==> src/rtl/pio_cmd_pkg.sv <==
// pio_cmd_pkg
//   Shared definitions for the PIO command queue:
//   - dispatch FSM state encoding
//   - bit positions inside the 8-bit status word
//   - default parameter values
package pio_cmd_pkg;

  typedef enum logic [1:0] {
    IDLE      = 2'd0,
    ISSUE     = 2'd1,
    WAIT_DONE = 2'd2
  } state_t;

  // Status word layout: {overflow, timeout, count[5:0]}
  localparam int STAT_OVF  = 7;
  localparam int STAT_TMO  = 6;
  localparam int COUNT_LSB = 0;
  localparam int COUNT_W   = 6;

  localparam int DEF_INSTR_W = 32;
  localparam int DEF_DEPTH   = 8;
  localparam int DEF_TIMEOUT = 0;

endpackage

==> src/rtl/pio_cmd_fifo.sv <==
// pio_cmd_fifo
//   Synchronous show-ahead FIFO, DEPTH x W. The head entry is always
//   visible on rdata while the FIFO is not empty; pop advances to the next.
//   Ports:
//     clk, rst_n   : clock, asynchronous active-low reset
//     push, wdata  : write wdata when push is high and the FIFO is not full
//     pop, rdata   : rdata is the head; pop discards it (ignored when empty)
//     count        : number of stored entries (0..DEPTH)
//     full, empty  : derived from count
module pio_cmd_fifo
  import pio_cmd_pkg::*;
#(
  parameter int W     = DEF_INSTR_W,
  parameter int DEPTH = DEF_DEPTH
) (
  input  logic                     clk,
  input  logic                     rst_n,
  input  logic                     push,
  input  logic                     pop,
  input  logic [W-1:0]             wdata,
  output logic [W-1:0]             rdata,
  output logic [$clog2(DEPTH):0]   count,
  output logic                     full,
  output logic                     empty
);

  localparam int AW = $clog2(DEPTH);
  localparam logic [AW:0] FULL_CNT = (AW+1)'(DEPTH);

  logic [W-1:0]  mem [DEPTH];
  logic [AW-1:0] wr_ptr;
  logic [AW-1:0] rd_ptr;
  logic          do_push;
  logic          do_pop;

  assign full    = (count == FULL_CNT);
  assign empty   = (count == '0);
  assign do_push = push & ~full;
  assign do_pop  = pop & ~empty;
  assign rdata   = mem[rd_ptr];

  // Storage carries no reset; contents are only observed through count.
  always_ff @(posedge clk) begin
    if (do_push) mem[wr_ptr] <= wdata;
  end

  // DEPTH is a power of two, so the pointers wrap naturally.
  always_ff @(posedge clk or negedge rst_n) begin
    if (!rst_n) begin
      wr_ptr <= '0;
      rd_ptr <= '0;
      count  <= '0;
    end else begin
      if (do_push) wr_ptr <= wr_ptr + 1'b1;
      if (do_pop)  rd_ptr <= rd_ptr + 1'b1;
      case ({do_push, do_pop})
        2'b10:   count <= count + 1'b1;
        2'b01:   count <= count - 1'b1;
        default: ;
      endcase
    end
  end

endmodule

==> src/rtl/pio_cmd_queue.sv <==
// pio_cmd_queue
//   Command front end between the HPS PIO ports and the image coprocessor.
//   Software pushes instruction words with a four-phase start/donewrite
//   handshake; words are queued and dispatched one at a time to the
//   coprocessor, each dispatch waiting for cop_done (or a watchdog expiry).
//   Ports:
//     clk_clk, reset_reset_n : clock, asynchronous active-low reset
//     pio_instruct           : instruction word from the HPS
//     pio_start              : request level; rising edge requests a push
//     pio_clear              : level; clears sticky overflow/timeout flags
//     pio_donewrite          : push acknowledge
//     pio_done               : queue drained and engine idle
//     pio_status             : {overflow, timeout, count[5:0]}, registered
//     cop_instr, cop_valid   : instruction offered to the coprocessor
//     cop_ready              : coprocessor accepts cop_instr
//     cop_done               : one-cycle completion pulse
//     dbg_state              : current dispatch FSM state
//   Coprocessor handshake: a transfer occurs on a clock edge where cop_valid
//   and cop_ready are both high; once cop_valid is raised, cop_instr and
//   cop_valid stay stable until that transfer, and cop_valid drops the cycle
//   after it.
module pio_cmd_queue
  import pio_cmd_pkg::*;
#(
  parameter int INSTR_W        = DEF_INSTR_W,
  parameter int DEPTH          = DEF_DEPTH,
  parameter int TIMEOUT_CYCLES = DEF_TIMEOUT
) (
  input  logic               clk_clk,
  input  logic               reset_reset_n,
  input  logic [INSTR_W-1:0] pio_instruct,
  input  logic               pio_start,
  input  logic               pio_clear,
  output logic               pio_donewrite,
  output logic               pio_done,
  output logic [7:0]         pio_status,
  output logic [INSTR_W-1:0] cop_instr,
  output logic               cop_valid,
  input  logic               cop_ready,
  input  logic               cop_done,
  output state_t             dbg_state
);

  localparam int CW    = $clog2(DEPTH) + 1;
  localparam int TMR_W = (TIMEOUT_CYCLES > 1) ? $clog2(TIMEOUT_CYCLES) : 1;
  localparam logic [TMR_W-1:0] TMR_LAST =
    TMR_W'((TIMEOUT_CYCLES > 0) ? (TIMEOUT_CYCLES - 1) : 0);

  state_t             state_q, state_d;
  logic               start_q;
  logic               push_req;
  logic               push_acc;
  logic               pop;
  logic               tmo_set;
  logic               ovf_set;
  logic               ovf_q, tmo_q;
  logic               ovf_d, tmo_d;
  logic               pending_q;
  logic [TMR_W-1:0]   timer_q;
  logic [INSTR_W-1:0] fifo_rdata;
  logic [CW-1:0]      fifo_count;
  logic [CW-1:0]      count_d;
  logic               fifo_full;
  logic               fifo_empty;
  logic               wd_hit;

  assign dbg_state = state_q;

  // Full test uses the current count: a same-cycle pop cannot rescue a push.
  assign push_req = pio_start & ~start_q;
  assign push_acc = push_req & ~fifo_full;
  assign ovf_set  = push_req & fifo_full;

  pio_cmd_fifo #(
    .W     (INSTR_W),
    .DEPTH (DEPTH)
  ) u_fifo (
    .clk   (clk_clk),
    .rst_n (reset_reset_n),
    .push  (push_acc),
    .pop   (pop),
    .wdata (pio_instruct),
    .rdata (fifo_rdata),
    .count (fifo_count),
    .full  (fifo_full),
    .empty (fifo_empty)
  );

  assign wd_hit = (TIMEOUT_CYCLES != 0) && (timer_q == TMR_LAST);

  // Dispatch FSM next-state logic.
  always_comb begin
    state_d = state_q;
    pop     = 1'b0;
    tmo_set = 1'b0;
    case (state_q)
      IDLE: begin
        if (!fifo_empty) begin
          pop     = 1'b1;
          state_d = ISSUE;
        end
      end
      ISSUE: begin
        if (cop_valid && cop_ready) state_d = WAIT_DONE;
      end
      WAIT_DONE: begin
        if (cop_done) begin
          state_d = IDLE;
        end else if (wd_hit) begin
          tmo_set = 1'b1;
          state_d = IDLE;
        end
      end
      default: state_d = IDLE;
    endcase
  end

  // Sticky flags: a set event wins over a coincident clear.
  always_comb begin
    ovf_d = ovf_set ? 1'b1 : (pio_clear ? 1'b0 : ovf_q);
    tmo_d = tmo_set ? 1'b1 : (pio_clear ? 1'b0 : tmo_q);
  end

  assign count_d = fifo_count + CW'(push_acc) - CW'(pop);

  always_ff @(posedge clk_clk or negedge reset_reset_n) begin
    if (!reset_reset_n) begin
      state_q       <= IDLE;
      start_q       <= 1'b0;
      pio_donewrite <= 1'b0;
      pio_done      <= 1'b0;
      pending_q     <= 1'b0;
      pio_status    <= '0;
      cop_instr     <= '0;
      cop_valid     <= 1'b0;
      timer_q       <= '0;
      ovf_q         <= 1'b0;
      tmo_q         <= 1'b0;
    end else begin
      state_q <= state_d;
      start_q <= pio_start;
      ovf_q   <= ovf_d;
      tmo_q   <= tmo_d;

      // Acknowledge accepted and dropped requests alike, so software
      // never stalls on overflow; release once start is seen low.
      if (push_req)        pio_donewrite <= 1'b1;
      else if (!pio_start) pio_donewrite <= 1'b0;

      // pending_q remembers that work arrived since the last done report.
      if (push_acc) begin
        pio_done  <= 1'b0;
        pending_q <= 1'b1;
      end else if (state_q == IDLE && fifo_empty && pending_q) begin
        pio_done  <= 1'b1;
        pending_q <= 1'b0;
      end

      if (pop) begin
        cop_instr <= fifo_rdata;
        cop_valid <= 1'b1;
      end else if (state_q == ISSUE && cop_ready) begin
        cop_valid <= 1'b0;
      end

      if (state_q == ISSUE)          timer_q <= '0;
      else if (state_q == WAIT_DONE) timer_q <= timer_q + 1'b1;

      pio_status <= {ovf_d, tmo_d, COUNT_W'(count_d)};
    end
  end

endmodule

==> config.mk <==
export PLATFORM = sky130hd
export DESIGN_NAME = pio_cmd_queue
export DESIGN_NICKNAME = d
export VERILOG_FILES = /design/src/rtl/pio_cmd_pkg.sv /design/src/rtl/pio_cmd_fifo.sv /design/src/rtl/pio_cmd_queue.sv
export SDC_FILE = /design/constraint.sdc
export NUM_CORES = 1
export LEC_CHECK = 0
export CORE_MARGIN = 1.5
export CORE_UTILIZATION = 35
export CTS_CLUSTER_DIAMETER = 30
export CTS_CLUSTER_SIZE = 28
export DETAILED_ROUTE_END_ITERATION = 8
export MAX_ROUTING_LAYER = met4
export RECOVER_POWER = 25
export SYNTH_ARGS = -nofsm -noshare
export SYNTH_HDL_FRONTEND = slang
export SYNTH_HIERARCHICAL = 1
export SYNTH_SLANG_ARGS = --single-unit
==> constraint.sdc <==
create_clock -name clk_clk -period 6.9 [get_ports clk_clk]
set_input_delay 1.38 -clock clk_clk [delete_from_list [all_inputs] [get_ports clk_clk]]
set_output_delay 1.38 -clock clk_clk [all_outputs]
set_load 0.005 [all_outputs]
# Yosys cells after proc, flatten, opt, wreduce, memory -nomap -nowiden
# Memory sizes are Yosys's and may differ from the RTL's. A register that Yosys moved wholly into a read port is not among the register bits.
# Index checks and enable logic that the tools add are counted.
[op_classes] mux=20 eq_ne=9 n_reduce_logical=11 n_addsub=6 n_bitwise=8
[ops] operator="$mux W1" count=15
[ops] operator="$pmux W4 S2" count=1
[ops] operator="$add A3 B1 Y3 const B" count=2
[ops] operator="$mux W2" count=3
[ops] operator="$ne A2 B2 Y1 const B" count=3
[ops] operator="$pmux W2 S3" count=1
[ops] operator="$reduce_bool A2 Y1" count=3
[ops] operator="$and A1 B1 Y1" count=5
[ops] operator="$add A4 B1 Y4" count=1
[ops] operator="$add A4 B1 Y4 const B" count=1
[ops] operator="$eq A2 B1 Y1 const B" count=2
[ops] operator="$eq A2 B2 Y1 const B" count=2
[ops] operator="$eq A4 B4 Y1 const B" count=1
[ops] operator="$logic_and A1 B1 Y1" count=4
[ops] operator="$logic_not A4 Y1" count=1
[ops] operator="$sub A4 B1 Y4" count=1
[ops] operator="$sub A4 B1 Y4 const B" count=1
[ops] operator="$not A1 Y1" count=3
[ops] operator="$reduce_and A3 Y1" count=1
[ops] operator="$logic_not A2 Y1" count=1
[ops] operator="$ne A2 B1 Y1 const B" count=1
[ops] operator="$logic_not A1 Y1" count=1
[word_totals] register_bits=25 ram_bits=256 input_bits=38 out_inout_bits=45 elab_cells=67 mem_count=1
[memory_table] name="u_fifo.mem" depth=8 word_bits=32 rd=1 rd_ports_with_merged_regs=1 write_ports=1 line_no="pio_cmd_fifo.sv:30" text="logic [W-1:0] mem [DEPTH];"

# Longest topological paths before layout
# Gate-level depths: netlist of run 1.
[depth] word_depth=6 depth_mapped=10 ltp_nobuf=9

# Hierarchy
# Netlist of run 1, hierarchy kept.
[modules_own_cells] module="pio_cmd_fifo" area_each_um2=10348.7 cells_each=437 seq_area_each_um2=7937.6 n_inst=1
[modules_own_cells] module="pio_cmd_queue" area_each_um2=1786.7 cells_each=123 seq_area_each_um2=1101.1 n_inst=1

# Least setup slack after synthesis of run 1
# No wires, ideal clock.
[synth_path] path_type="input to register" startpoint="input pio_start" endpoint="memory u_fifo/mem[1][0] (netlist bit), enable pin" arrival_ps=4352 path_slack_ps=2087 n_path_buf=0 stages=3 cell_sequence="nor3b_1 nand3_1 nor3_1"
[synth_via] elab_chain_len=5
[synth_rtl] item="from (decl)" line_no="pio_cmd_queue.sv:32" text="input logic pio_start,"
[synth_rtl] item="$and A1 B1 Y1" line_no="pio_cmd_queue.sv:70" text="assign push_req = pio_start & ~start_q;"
[synth_rtl] item="$and A1 B1 Y1" line_no="pio_cmd_queue.sv:71" text="assign push_acc = push_req & ~fifo_full;"
[synth_rtl] item="$and A1 B1 Y1" line_no="pio_cmd_fifo.sv:38" text="assign do_push = push & ~full;"
[synth_rtl] item="$mux W1" line_no="pio_cmd_fifo.sv:44" text="if (do_push) mem[wr_ptr] <= wdata;"
[synth_rtl] item="$mux W1 (not written as such)" line_no="pio_cmd_fifo.sv:44"
[synth_rtl] item="to (decl)" line_no="pio_cmd_fifo.sv:30"
# No other way between the ends.

==> results of run 1 <==
[routing by layer]
layer / GRT usage, % / up-vias
met3: 2.82 / 58
met2: 22.4 / 143
met1: 17.2 / 2986
met4: 4.76 / 0
li1: - / 2547
met5: - / -
[metrics by stage]
step | cells | setup WS [ns] | total power, mW | area, µm²
after floorplan | 562 | 2.09 | 3.68 | 12100
after global placement | 1078 | 2.31 | 4.21 | 13400
after detailed placement | 1078 | 2.25 | 4.26 | 13400
after CTS | 1188 | 2.81 | 7.24 | 15500
after global routing | 1188 | 1.59 | 7.47 | 15500
final | 1188 | 2.55 | 7.13 | 15500
[worst register-to-register path: stages, from the launching register on]
cell and delay, ns:
dfrtp_1 0.46, or4b_1 0.31, inv_1 0.09, nor3b_1 0.69, nand3_1 0.50, nor2_4 1.07
[sequential cells by signal, summed over array words and instances, names as in the netlist]
register / count
pending_q: 1
u_fifo/mem: 256
pio_donewrite: 1
u_fifo/wr_ptr: 3
u_fifo/count: 4
pio_done: 1
pio_status: 5
u_fifo/rd_ptr: 3
start_q: 1
cop_instr: 32
dbg_state: 2
cop_valid: 1
[placed cells by master (no fill, tap or decap), types with 6 or more instances in the layout]
cell type and count:
clkinv_1 8, clkinv_2 9, bufinv_16 11, mux4_2 44
xnor2_1 7, buf_4 7, nor2_4 6, dlygate4sd3_1 17
clkbuf_16 60, edfxtp_1 256, clkdlybuf4s50_1 61, mux2_2 65
ha_1 9, mux4_1 20, clkbuf_1 7, dfrtp_1 51
inv_1 14, nand2_1 9
[area by class of cell]
cell class | count | area, µm² | area share, %
flip-flops and latches | 310 | 9040 | 58.3
multi-input cells | 211 | 2890 | 18.7
clock buffers | 66 | 1520 | 9.83
repair buffers | 87 | 842 | 5.43
clock inverters | 44 | 572 | 3.69
well taps | 455 | 569 | 3.67
inverters | 15 | 56.3 | 0.363
[worst max-delay path by stage]
stage / end / slack [ns] / cells past startpoint
CTS: u_fifo/mem[3][17] / 2.81 / 4
global placement: u_fifo/mem[3][17] / 2.31 / 4
finish: u_fifo/rd_ptr[0] / 2.55 / 2
floorplan: u_fifo/mem[1][0] / 2.09 / 3
global route: u_fifo/rd_ptr[0] / 1.59 / 2
detailed placement: u_fifo/mem[3][28] / 2.25 / 4
[power by group]
part	total (mW)	switching, mW	internal [mW]
registers	2.58	0.254	2.32
logic	1.61	0.659	0.953
clock network	2.94	0.939	2.00
total	7.13	1.85	5.28
[logic make-up after synthesis]
logic type | after synthesis
fa+ha+maj | 11
compound gates | 17
simple gates | 40
other cells | 1
buf+inv | 41
flops | 310
mux | 131
xor+xnor | 9
==> impl_metrics.py, run 1 <==
metrics = {
    "outcome": {
        "status": "complete, but fails checks",
        "violations": "capacitance limit, slew limit",
    },
    "global_route": {
        "first_global_vias": 6431,
        "grt_pass1_wl_um": 36500,
        "gr-usage-all-layers_pct": 13.8,
        "overflow": 0,
        "grt_max_degree": 55,
        "antenna_found_initial": 1,
    },
    "detailed_routing": {
        "viasPerCell": 4.83,
        "top_layer": "met4",
        "drt_iter0_markers": 283,
        "drc": 0,
        "wl_met3_um": 895,
        "wl_um": 23200,
        "wl_per_cell_um": 19.6,
        "drt-pass1-iter-count": 4,
        "dr_wl_met2_um": 11300,
        "routed-via-count": 5734,
        "drtAntennaViolNets": 0,
        "wl_met1_um": 10400,
    },
    "sta": {
        "worst_slew_margin_rel_pct": -120,
        "maxSlewViolCount": 55,
        "rsz0062_at_grt": "false",
        "max_clock_freq_mhz": 230,
        "finClkSkew_ns": 0.0244,
        "tightest_slew_ns": 3.30,
        "tns_ns": 0,
        "whs_ns": 0.478,
        "setup_viol": 0,
        "period_share_pct": 63.0,
        "period_minus_slack_ns": 4.35,
        "finalHoldViolCount": 0,
    },
    "critical_path": {
        "cp_top_family": "buffers and inverters",
        "reg2regPathDepth": 5,
        "crit_type": "input port to async pin",
        "crit_path_end_kind": "async pin",
        "cp.arrival_ns": 3.80,
        "crit_path_top_delay_cell": "clkbuf_1",
        "r2r_slack_ns": 3.37,
        "critical-path-max-stage-delay_ns": 2.32,
        "crit_chain": "buf_2, clkbuf_1",
        "r2r-start": "u_fifo/count[3]",
        "crit_required_ns": 6.36,
        "critPathLaunchType": "input port",
        "worst-path-max-fanout": 54,
        "critPathBufInv": 2,
        "regToRegEndpoint": "u_fifo/mem[3][19]",
        "cp-startpoint": "reset_reset_n",
    },
    "yosys": {
        "seq_area_frac_synth_pct": 74.5,
        "synth-compound-area-share_pct": 0.907,
        "ys_async_sr_fraction_pct": 17.4,
        "ys_warn_count": 6,
        "ys_ff_latch": 310,
        "synthAdderAreaFrac_pct": 1.26,
        "synth_xor_area_share_pct": 0.650,
        "synthMuxAreaShare_pct": 18.7,
        "synth_top_family_by_area": "multiplexers",
        "synth_area_um2": 12100,
        "synth_cell_types": 41,
        "syn_area_per_cell_um2": 21.7,
        "synth-edff-count": 256,
        "synth_common_cells": "edfxtp_1 (256), mux2_2 (65), dfrtp_1 (54)",
        "post-synth-top-count-cell": "edfxtp_1",
        "yosysTopAreaCell": "edfxtp_1",
        "synth_top_area_share_pct": 63.3,
        "synth.area.top_cells": "edfxtp_1 (63%), dfrtp_1 (11%), mux4_2 (8.2%), mux2_2 (6.0%), mux4_1 (4.3%)",
        "synth-simple-area-share_pct": 1.78,
        "synth_flop_cell": "edfxtp_1",
        "netlist_instances": 560,
    },
    "floorplan": {
        "dieArea_um2": 35800,
        "start_util_pct": 35.3,
        "fp.dieH_um": 189,
        "fp.dieW_um": 189,
        "coreArea_um2": 34400,
        "io_pins": 83,
        "rows": 68,
    },
    "clock_network": {
        "cts_buffers": 59,
        "clkLatencyLatePin_ns": 0.57,
        "clock_sinks": 310,
        "cts-htree-levels": 2,
        "cts.clk_slew.worst_paths_ns": 0.05,
        "cts_tree": "yes",
        "cts_buffer_depth": 3,
        "cts_hold_buf": 0,
        "cts_root_buf": "clkbuf_16",
        "cts_setup_buffers": 0,
        "cts_resized": 0,
    },
    "finish": {
        "drive_gt1_share_pct": 30.8,
        "fin_nets": 733,
        "num_antenna_cells": 0,
        "syn2layout_area_growth_pct": 27.7,
        "n_fill_cell": 2905,
        "post-route-util_pct": 45.1,
    },
    "placement": {
        "hpwlAfterDp_um": 13400,
        "place_congestion": 0.756,
        "io_buffers": 79,
    },
    "power_and_ir_drop": {
        "p_leak_nw": 5.32,
        "p_per_area_nw_per_um2": 460,
        "vdd_drop_max_uv": 232,
    },
    "flow_run": {
        "cap_violations": 1,
    },
    "worst_hold_path": {
        "hold_end": "pio_donewrite",
        "hp-class": "register to register",
        "worstHoldPathCells": 1,
        "hold_start": "start_q",
    },
}
(Power assumes the default switching activity.)
==> run 2, diff against run 1 <==
Clock period 6.9 ns to 4.2 ns, I/O delays scaled along.
==> run 2 against run 1 <==
The flow now finishes without violations. Setup slack got worse by 1.5 ns. Sequential power increased by 65%. Sequential cell count unchanged. Critical path depth increased by 8. Core utilization increased by 1.4 points. Critical endpoint is now u_fifo/count[3]. Largest power group unchanged.
==> impl_metrics.py, run 2 (same netlist as run 1, synthesis figures left out) <==
metrics = {
    "clock_network": {
        "cts_tree": "yes",
        "cts.clk_slew.worst_paths_ns": 0.04,
        "cts_buffers": 68,
        "cts-htree-levels": 3,
        "cts_buffer_depth": 3,
        "cts_root_buf": "clkbuf_16",
        "cts_setup_buffers": 0,
        "clkLatencyLatePin_ns": 0.56,
        "clock_sinks": 310,
        "cts_resized": 0,
        "cts_hold_buf": 0,
    },
    "floorplan": {
        "coreArea_um2": 34400,
        "rows": 68,
        "fp.dieW_um": 189,
        "fp.dieH_um": 189,
        "io_pins": 83,
        "dieArea_um2": 35800,
        "start_util_pct": 35.3,
    },
    "sta": {
        "timing.final.ws_setup_ns": 1.03,
        "worst_slew_margin_rel_pct": 1.97,
        "period_share_pct": 75.5,
        "tns_ns": 0,
        "period_minus_slack_ns": 3.17,
        "max_clock_freq_mhz": 316,
        "finClkSkew_ns": 0.0154,
        "rsz0062_at_grt": "false",
        "maxSlewViolCount": 0,
        "finalHoldViolCount": 0,
        "setup_viol": 0,
        "tightest_slew_ns": 1.47,
    },
    "finish": {
        "drive_gt1_share_pct": 32.6,
        "layout.cells.non_filler": 1207,
        "final_area_um2": 16000,
        "reg.largest.list": "u_fifo/mem x256, cop_instr x32, pio_status x5",
        "final_common_cell": "edfxtp_1",
        "syn2layout_area_growth_pct": 31.6,
        "largest_register": "u_fifo/mem",
        "fin_nets": 749,
        "largest_reg_flops": 256,
        "layout_common_cells": "edfxtp_1 (256), clkbuf_16 (68), mux2_2 (65)",
    },
    "placement": {
        "dpl_worst_slack_ns": 0.766,
        "placed_cells": 1085,
        "hpwlAfterDp_um": 13800,
        "io_buffers": 79,
        "place_congestion": 0.786,
        "dpl_cell_area_um2": 13600,
    },
    "critical_path": {
        "cp.arrival_ns": 3.59,
        "crit_type": "register to register",
        "critPathLaunchType": "register",
        "worst-path-max-fanout": 9,
        "crit_required_ns": 4.62,
        "reg2regPathDepth": 10,
        "crit_path_end_kind": "register",
    },
    "power_and_ir_drop": {
        "switching_share_pct": 26.1,
        "share_comb_of_total_power_pct": 21.7,
        "internal-power_mw": 9.16,
        "p_clk_share_pct": 44.1,
        "p_sw_mw": 3.23,
        "power.total_mw": 12.4,
        "vdd_drop_max_uv": 356,
        "p_leak_nw": 5.53,
        "p_per_area_nw_per_um2": 776,
        "p_seq_share_pct": 34.3,
    },
    "detailed_routing": {
        "drt_iter0_markers": 343,
        "viasPerCell": 4.82,
        "drtAntennaViolNets": 0,
        "wl_um": 23500,
        "routed-via-count": 5817,
        "wl_per_cell_um": 19.5,
        "drc": 0,
        "drt-pass1-iter-count": 4,
    },
    "global_route": {
        "antenna_found_initial": 1,
        "first_global_vias": 6427,
        "grt_max_degree": 35,
        "overflow": 0,
        "gr-usage-all-layers_pct": 14.2,
        "grt_pass1_wl_um": 37100,
    },
    "flow_run": {
        "cap_violations": 0,
    },
    "worst_hold_path": {
        "worstHoldPathCells": 1,
        "hp-class": "register to register",
    },
    "outcome": {
        "status": "finished clean",
    },
}
## run 2: cell count changes in the layout (fill, tap and decap cells not counted), sizes merged
cell and delta:
clkbuf +14, dlygate4sd3 +7, clkdlybuf4s50 -7, inv +2, diode +1, buf +7, clkinv -5
## run 2: path summary, 6_finish.rpt
| path | start | end | slack (ns) |
|---|---|---|---|
| worst max-delay path | u_fifo/count[2] | u_fifo/count[3] | 1.03 |
| worst min-delay path | pending_q | pending_q | 0.47 |
| worst max register to register | u_fifo/count[2] | u_fifo/count[3] | 1.03 |
| worst min register to register | pending_q | pending_q | 0.47 |
| max in group asynchronous | reset_reset_n | u_fifo/rd_ptr[0] | 2.39 |
| min in group asynchronous | reset_reset_n | cop_instr[7] | 0.63 |
## run 2: stage by stage
step | utilization, % | hold slack, ns
floorplan | - | 0.444
global placement | 39.4 | 0.461
detailed placement | 39.4 | 0.466
CTS | 46.5 | 0.325
global route | 46.5 | 0.490
finish | 46.5 | 0.475
## run 2: power by group through the flow
stage | registers [mW] | clock network [mW] | logic, mW
floorplan | 4.07 | 0 | 1.98
global placement | 4.28 | 0 | 2.69
detailed placement | 4.32 | 0 | 2.73
CTS | 4.27 | 5.55 | 2.75
global route | 4.32 | 5.73 | 2.91
finish | 4.25 | 5.46 | 2.68
## run 2: worst max-delay path: stages, from the launching register on
cell and delay (ns):
dfrtp_1 0.44, or4b_1 0.66, inv_1 0.12, nor3b_1 0.05
buf_4 0.15, nand2_1 0.12, ha_1 0.33, ha_1 0.34
or4b_1 0.54, o311ai_0 0.13, o211ai_1 0.14
## run 2: layout make-up
cell class / count / area, µm²
antenna: 1 / 2.50
multi-input combinational: 211 / 2910
fill: 2811 / 18400
sequential: 310 / 9040
timing repair buffer: 94 / 972
tap: 455 / 569
inverter: 15 / 56.3
clock inverter: 41 / 649
clock buffer: 80 / 1770
## run 2: routing by layer
metal / share of wire, % / wire, µm / GRT usage (%) / vias up
li1: - / - / - / 2583
met1: 43 / 10200 / 17.2 / 3031
met2: 49 / 11600 / 22.8 / 156
met3: 5.7 / 1340 / 4.00 / 47
met4: 1.7 / 393 / 5.10 / 0
met5: 0 / 0 / - / -
==> run 3, diff against run 2 <==
Clock period 4.2 ns to 3.03 ns, I/O delays scaled along.
==> run 3 against run 2 <==
The run now ends with capacitance limit left. Sequential share of layout area rose by 0.41 points. Count of clock-buffer cells in the layout fell by 12. Critical path depth fell by 1. Register-to-register slack got worse by 0.80 ns. Clock skew rose by 0.0069 ns. Power rose by 33%. Fmax rose by 13%. Clock power rose by 24%. Largest power group unchanged.
==> impl_metrics.py, run 3 (same netlist as run 1, synthesis figures left out) <==
metrics = {
    "sta": {
        "finClkSkew_ns": 0.0223,
        "timing.final.ws_setup_ns": 0.228,
        "period_share_pct": 92.5,
        "setup_viol": 0,
        "finalHoldViolCount": 0,
        "rsz0062_at_grt": "false",
        "tightest_slew_ns": 1.49,
        "maxSlewViolCount": 0,
        "tns_ns": 0,
        "period_minus_slack_ns": 2.80,
        "max_clock_freq_mhz": 357,
        "worst_slew_margin_rel_pct": 0.647,
    },
    "global_route": {
        "gr-usage-all-layers_pct": 14.7,
        "overflow": 0,
        "antenna_found_initial": 3,
        "grt_max_degree": 55,
        "first_global_vias": 6561,
        "grt_pass1_wl_um": 38400,
    },
    "critical_path": {
        "crit_type": "register to register",
        "cp.arrival_ns": 3.23,
        "critPathLaunchType": "register",
        "crit_path_end_kind": "register",
        "r2r_slack_ns": 0.23,
        "crit_required_ns": 3.46,
        "crit_path_top_delay_cell": "or4b_1",
        "worst-path-max-fanout": 7,
        "crit_chain": "or4b_1, inv_1, nor3b_1, nand2_1, ha_1, ha_1, or4b_1, o311ai_0, o211ai_1",
        "critical-path-max-stage-delay_ns": 0.67,
        "critPathBufInv": 1,
        "cp_top_family": "simple AND/OR/NAND/NOR gates",
    },
    "detailed_routing": {
        "drt-pass1-iter-count": 4,
        "drt_iter0_markers": 314,
        "routed-via-count": 5900,
        "viasPerCell": 4.84,
        "drc": 0,
        "wl_per_cell_um": 20.1,
        "wl_um": 24400,
        "drtAntennaViolNets": 0,
    },
    "clock_network": {
        "cts_resized": 0,
        "cts_buffer_depth": 3,
        "cts_buffers": 61,
        "cts_setup_buffers": 0,
        "cts_tree": "yes",
        "cts_hold_buf": 0,
        "cts-htree-levels": 2,
        "cts.clk_slew.worst_paths_ns": 0.05,
        "clock_sinks": 310,
        "clkLatencyLatePin_ns": 0.57,
        "cts_root_buf": "clkbuf_16",
    },
    "finish": {
        "drive_gt1_share_pct": 34.3,
        "largest_reg_flops": 256,
        "largest_register": "u_fifo/mem",
        "post-route-util_pct": 46.1,
        "reg.largest.list": "u_fifo/mem x256, cop_instr x32, pio_status x5",
        "final_area_um2": 15900,
        "syn2layout_area_growth_pct": 30.6,
        "fin_nets": 758,
        "layout_common_cells": "edfxtp_1 (256), mux2_2 (65), clkbuf_16 (61), clkdlybuf4s50_1 (61), dfrtp_1 (51)",
        "final_common_cell": "edfxtp_1",
    },
    "outcome": {
        "violations": "capacitance limit",
        "status": "complete, but fails checks",
    },
    "power_and_ir_drop": {
        "p_per_area_nw_per_um2": 1040,
        "p_leak_nw": 5.50,
        "power.total_mw": 16.5,
        "vdd_drop_max_uv": 527,
    },
    "flow_run": {
        "cap_violations": 1,
    },
    "floorplan": {
        "coreArea_um2": 34400,
        "dieArea_um2": 35800,
        "fp.dieH_um": 189,
        "fp.dieW_um": 189,
        "start_util_pct": 35.3,
        "rows": 68,
        "io_pins": 83,
    },
    "worst_hold_path": {
        "hp-class": "register to register",
    },
    "placement": {
        "hpwlAfterDp_um": 14700,
        "dpl_worst_slack_ns": -0.0309,
        "place_congestion": 0.743,
        "dpl_cell_area_um2": 13700,
        "io_buffers": 79,
    },
}
==> run 3: changes by cell type in the layout (fill, tap and decap cells not counted), sizes merged <==
cell | previous run | this run
clkdlybuf4s50 | 54 | 61
clkinvlp | 5 | 8
inv | 23 | 28
buf | 15 | 31
dlygate4sd3 | 24 | 17
clkbuf | 81 | 69
bufinv | 11 | 9
diode | 1 | 2
==> run 3: worst register-to-register path: cells and delay by family, from the launching register on <==
| kind | cells | cell delay, ns |
|---|---|---|
| AND/OR/NAND/NOR | 4 | 1.35 |
| adder cells (fa/ha/maj) | 2 | 0.49 |
| buffers and inverters | 1 | 0.12 |
| AO/OA/AOI/OAI | 2 | 0.27 |
| flip-flops | 1 | 0.44 |
==> run 3: final timing paths <==
kind	cells after the start	end	startpoint
setup reg to reg	9	u_fifo/count[3]	u_fifo/count[2]
max in group asynchronous	2	u_fifo/rd_ptr[0]	reset_reset_n
hold reg to reg	1	pending_q	pending_q
hold / removal	1	pending_q	pending_q
min in group asynchronous	2	cop_instr[4]	reset_reset_n
setup / recovery	9	u_fifo/count[3]	u_fifo/count[2]
==> run 3: routing by layer <==
layer / part of all wire (%) / up-vias / GRT usage [%] / wire length [µm]
met5: 0 / - / - / 0
met4: 1.8 / 0 / 4.46 / 444
met3: 4.7 / 48 / 3.11 / 1150
met2: 51 / 163 / 24.4 / 12400
met1: 43 / 3075 / 18.0 / 10400
li1: - / 2614 / - / -
==> run 3: report_power, final <==
group	total, mW	switching, mW	internal [mW]
logic	3.99	1.67	2.32
clock network	6.77	2.24	4.52
registers	5.76	0.470	5.29
==> run 3: area by class of cell <==
cell class / count / area (µm²)
Fill cell: 2886 / 18500
Sequential cell: 310 / 9040
Multi-Input combinational cell: 211 / 2910
Clock buffer: 68 / 1560
Timing Repair Buffer: 110 / 1140
Tap cell: 455 / 569
Clock inverter: 47 / 567
Inverter: 15 / 56.3
Antenna cell: 2 / 5.00
==> run 3: stage by stage <==
step	hold WS, ns	instances
after floorplan	0.310	562
after CTS	0.229	1216
after global placement	0.463	1101
after global routing	0.506	1218
after detailed placement	0.470	1101
final	0.474	1218
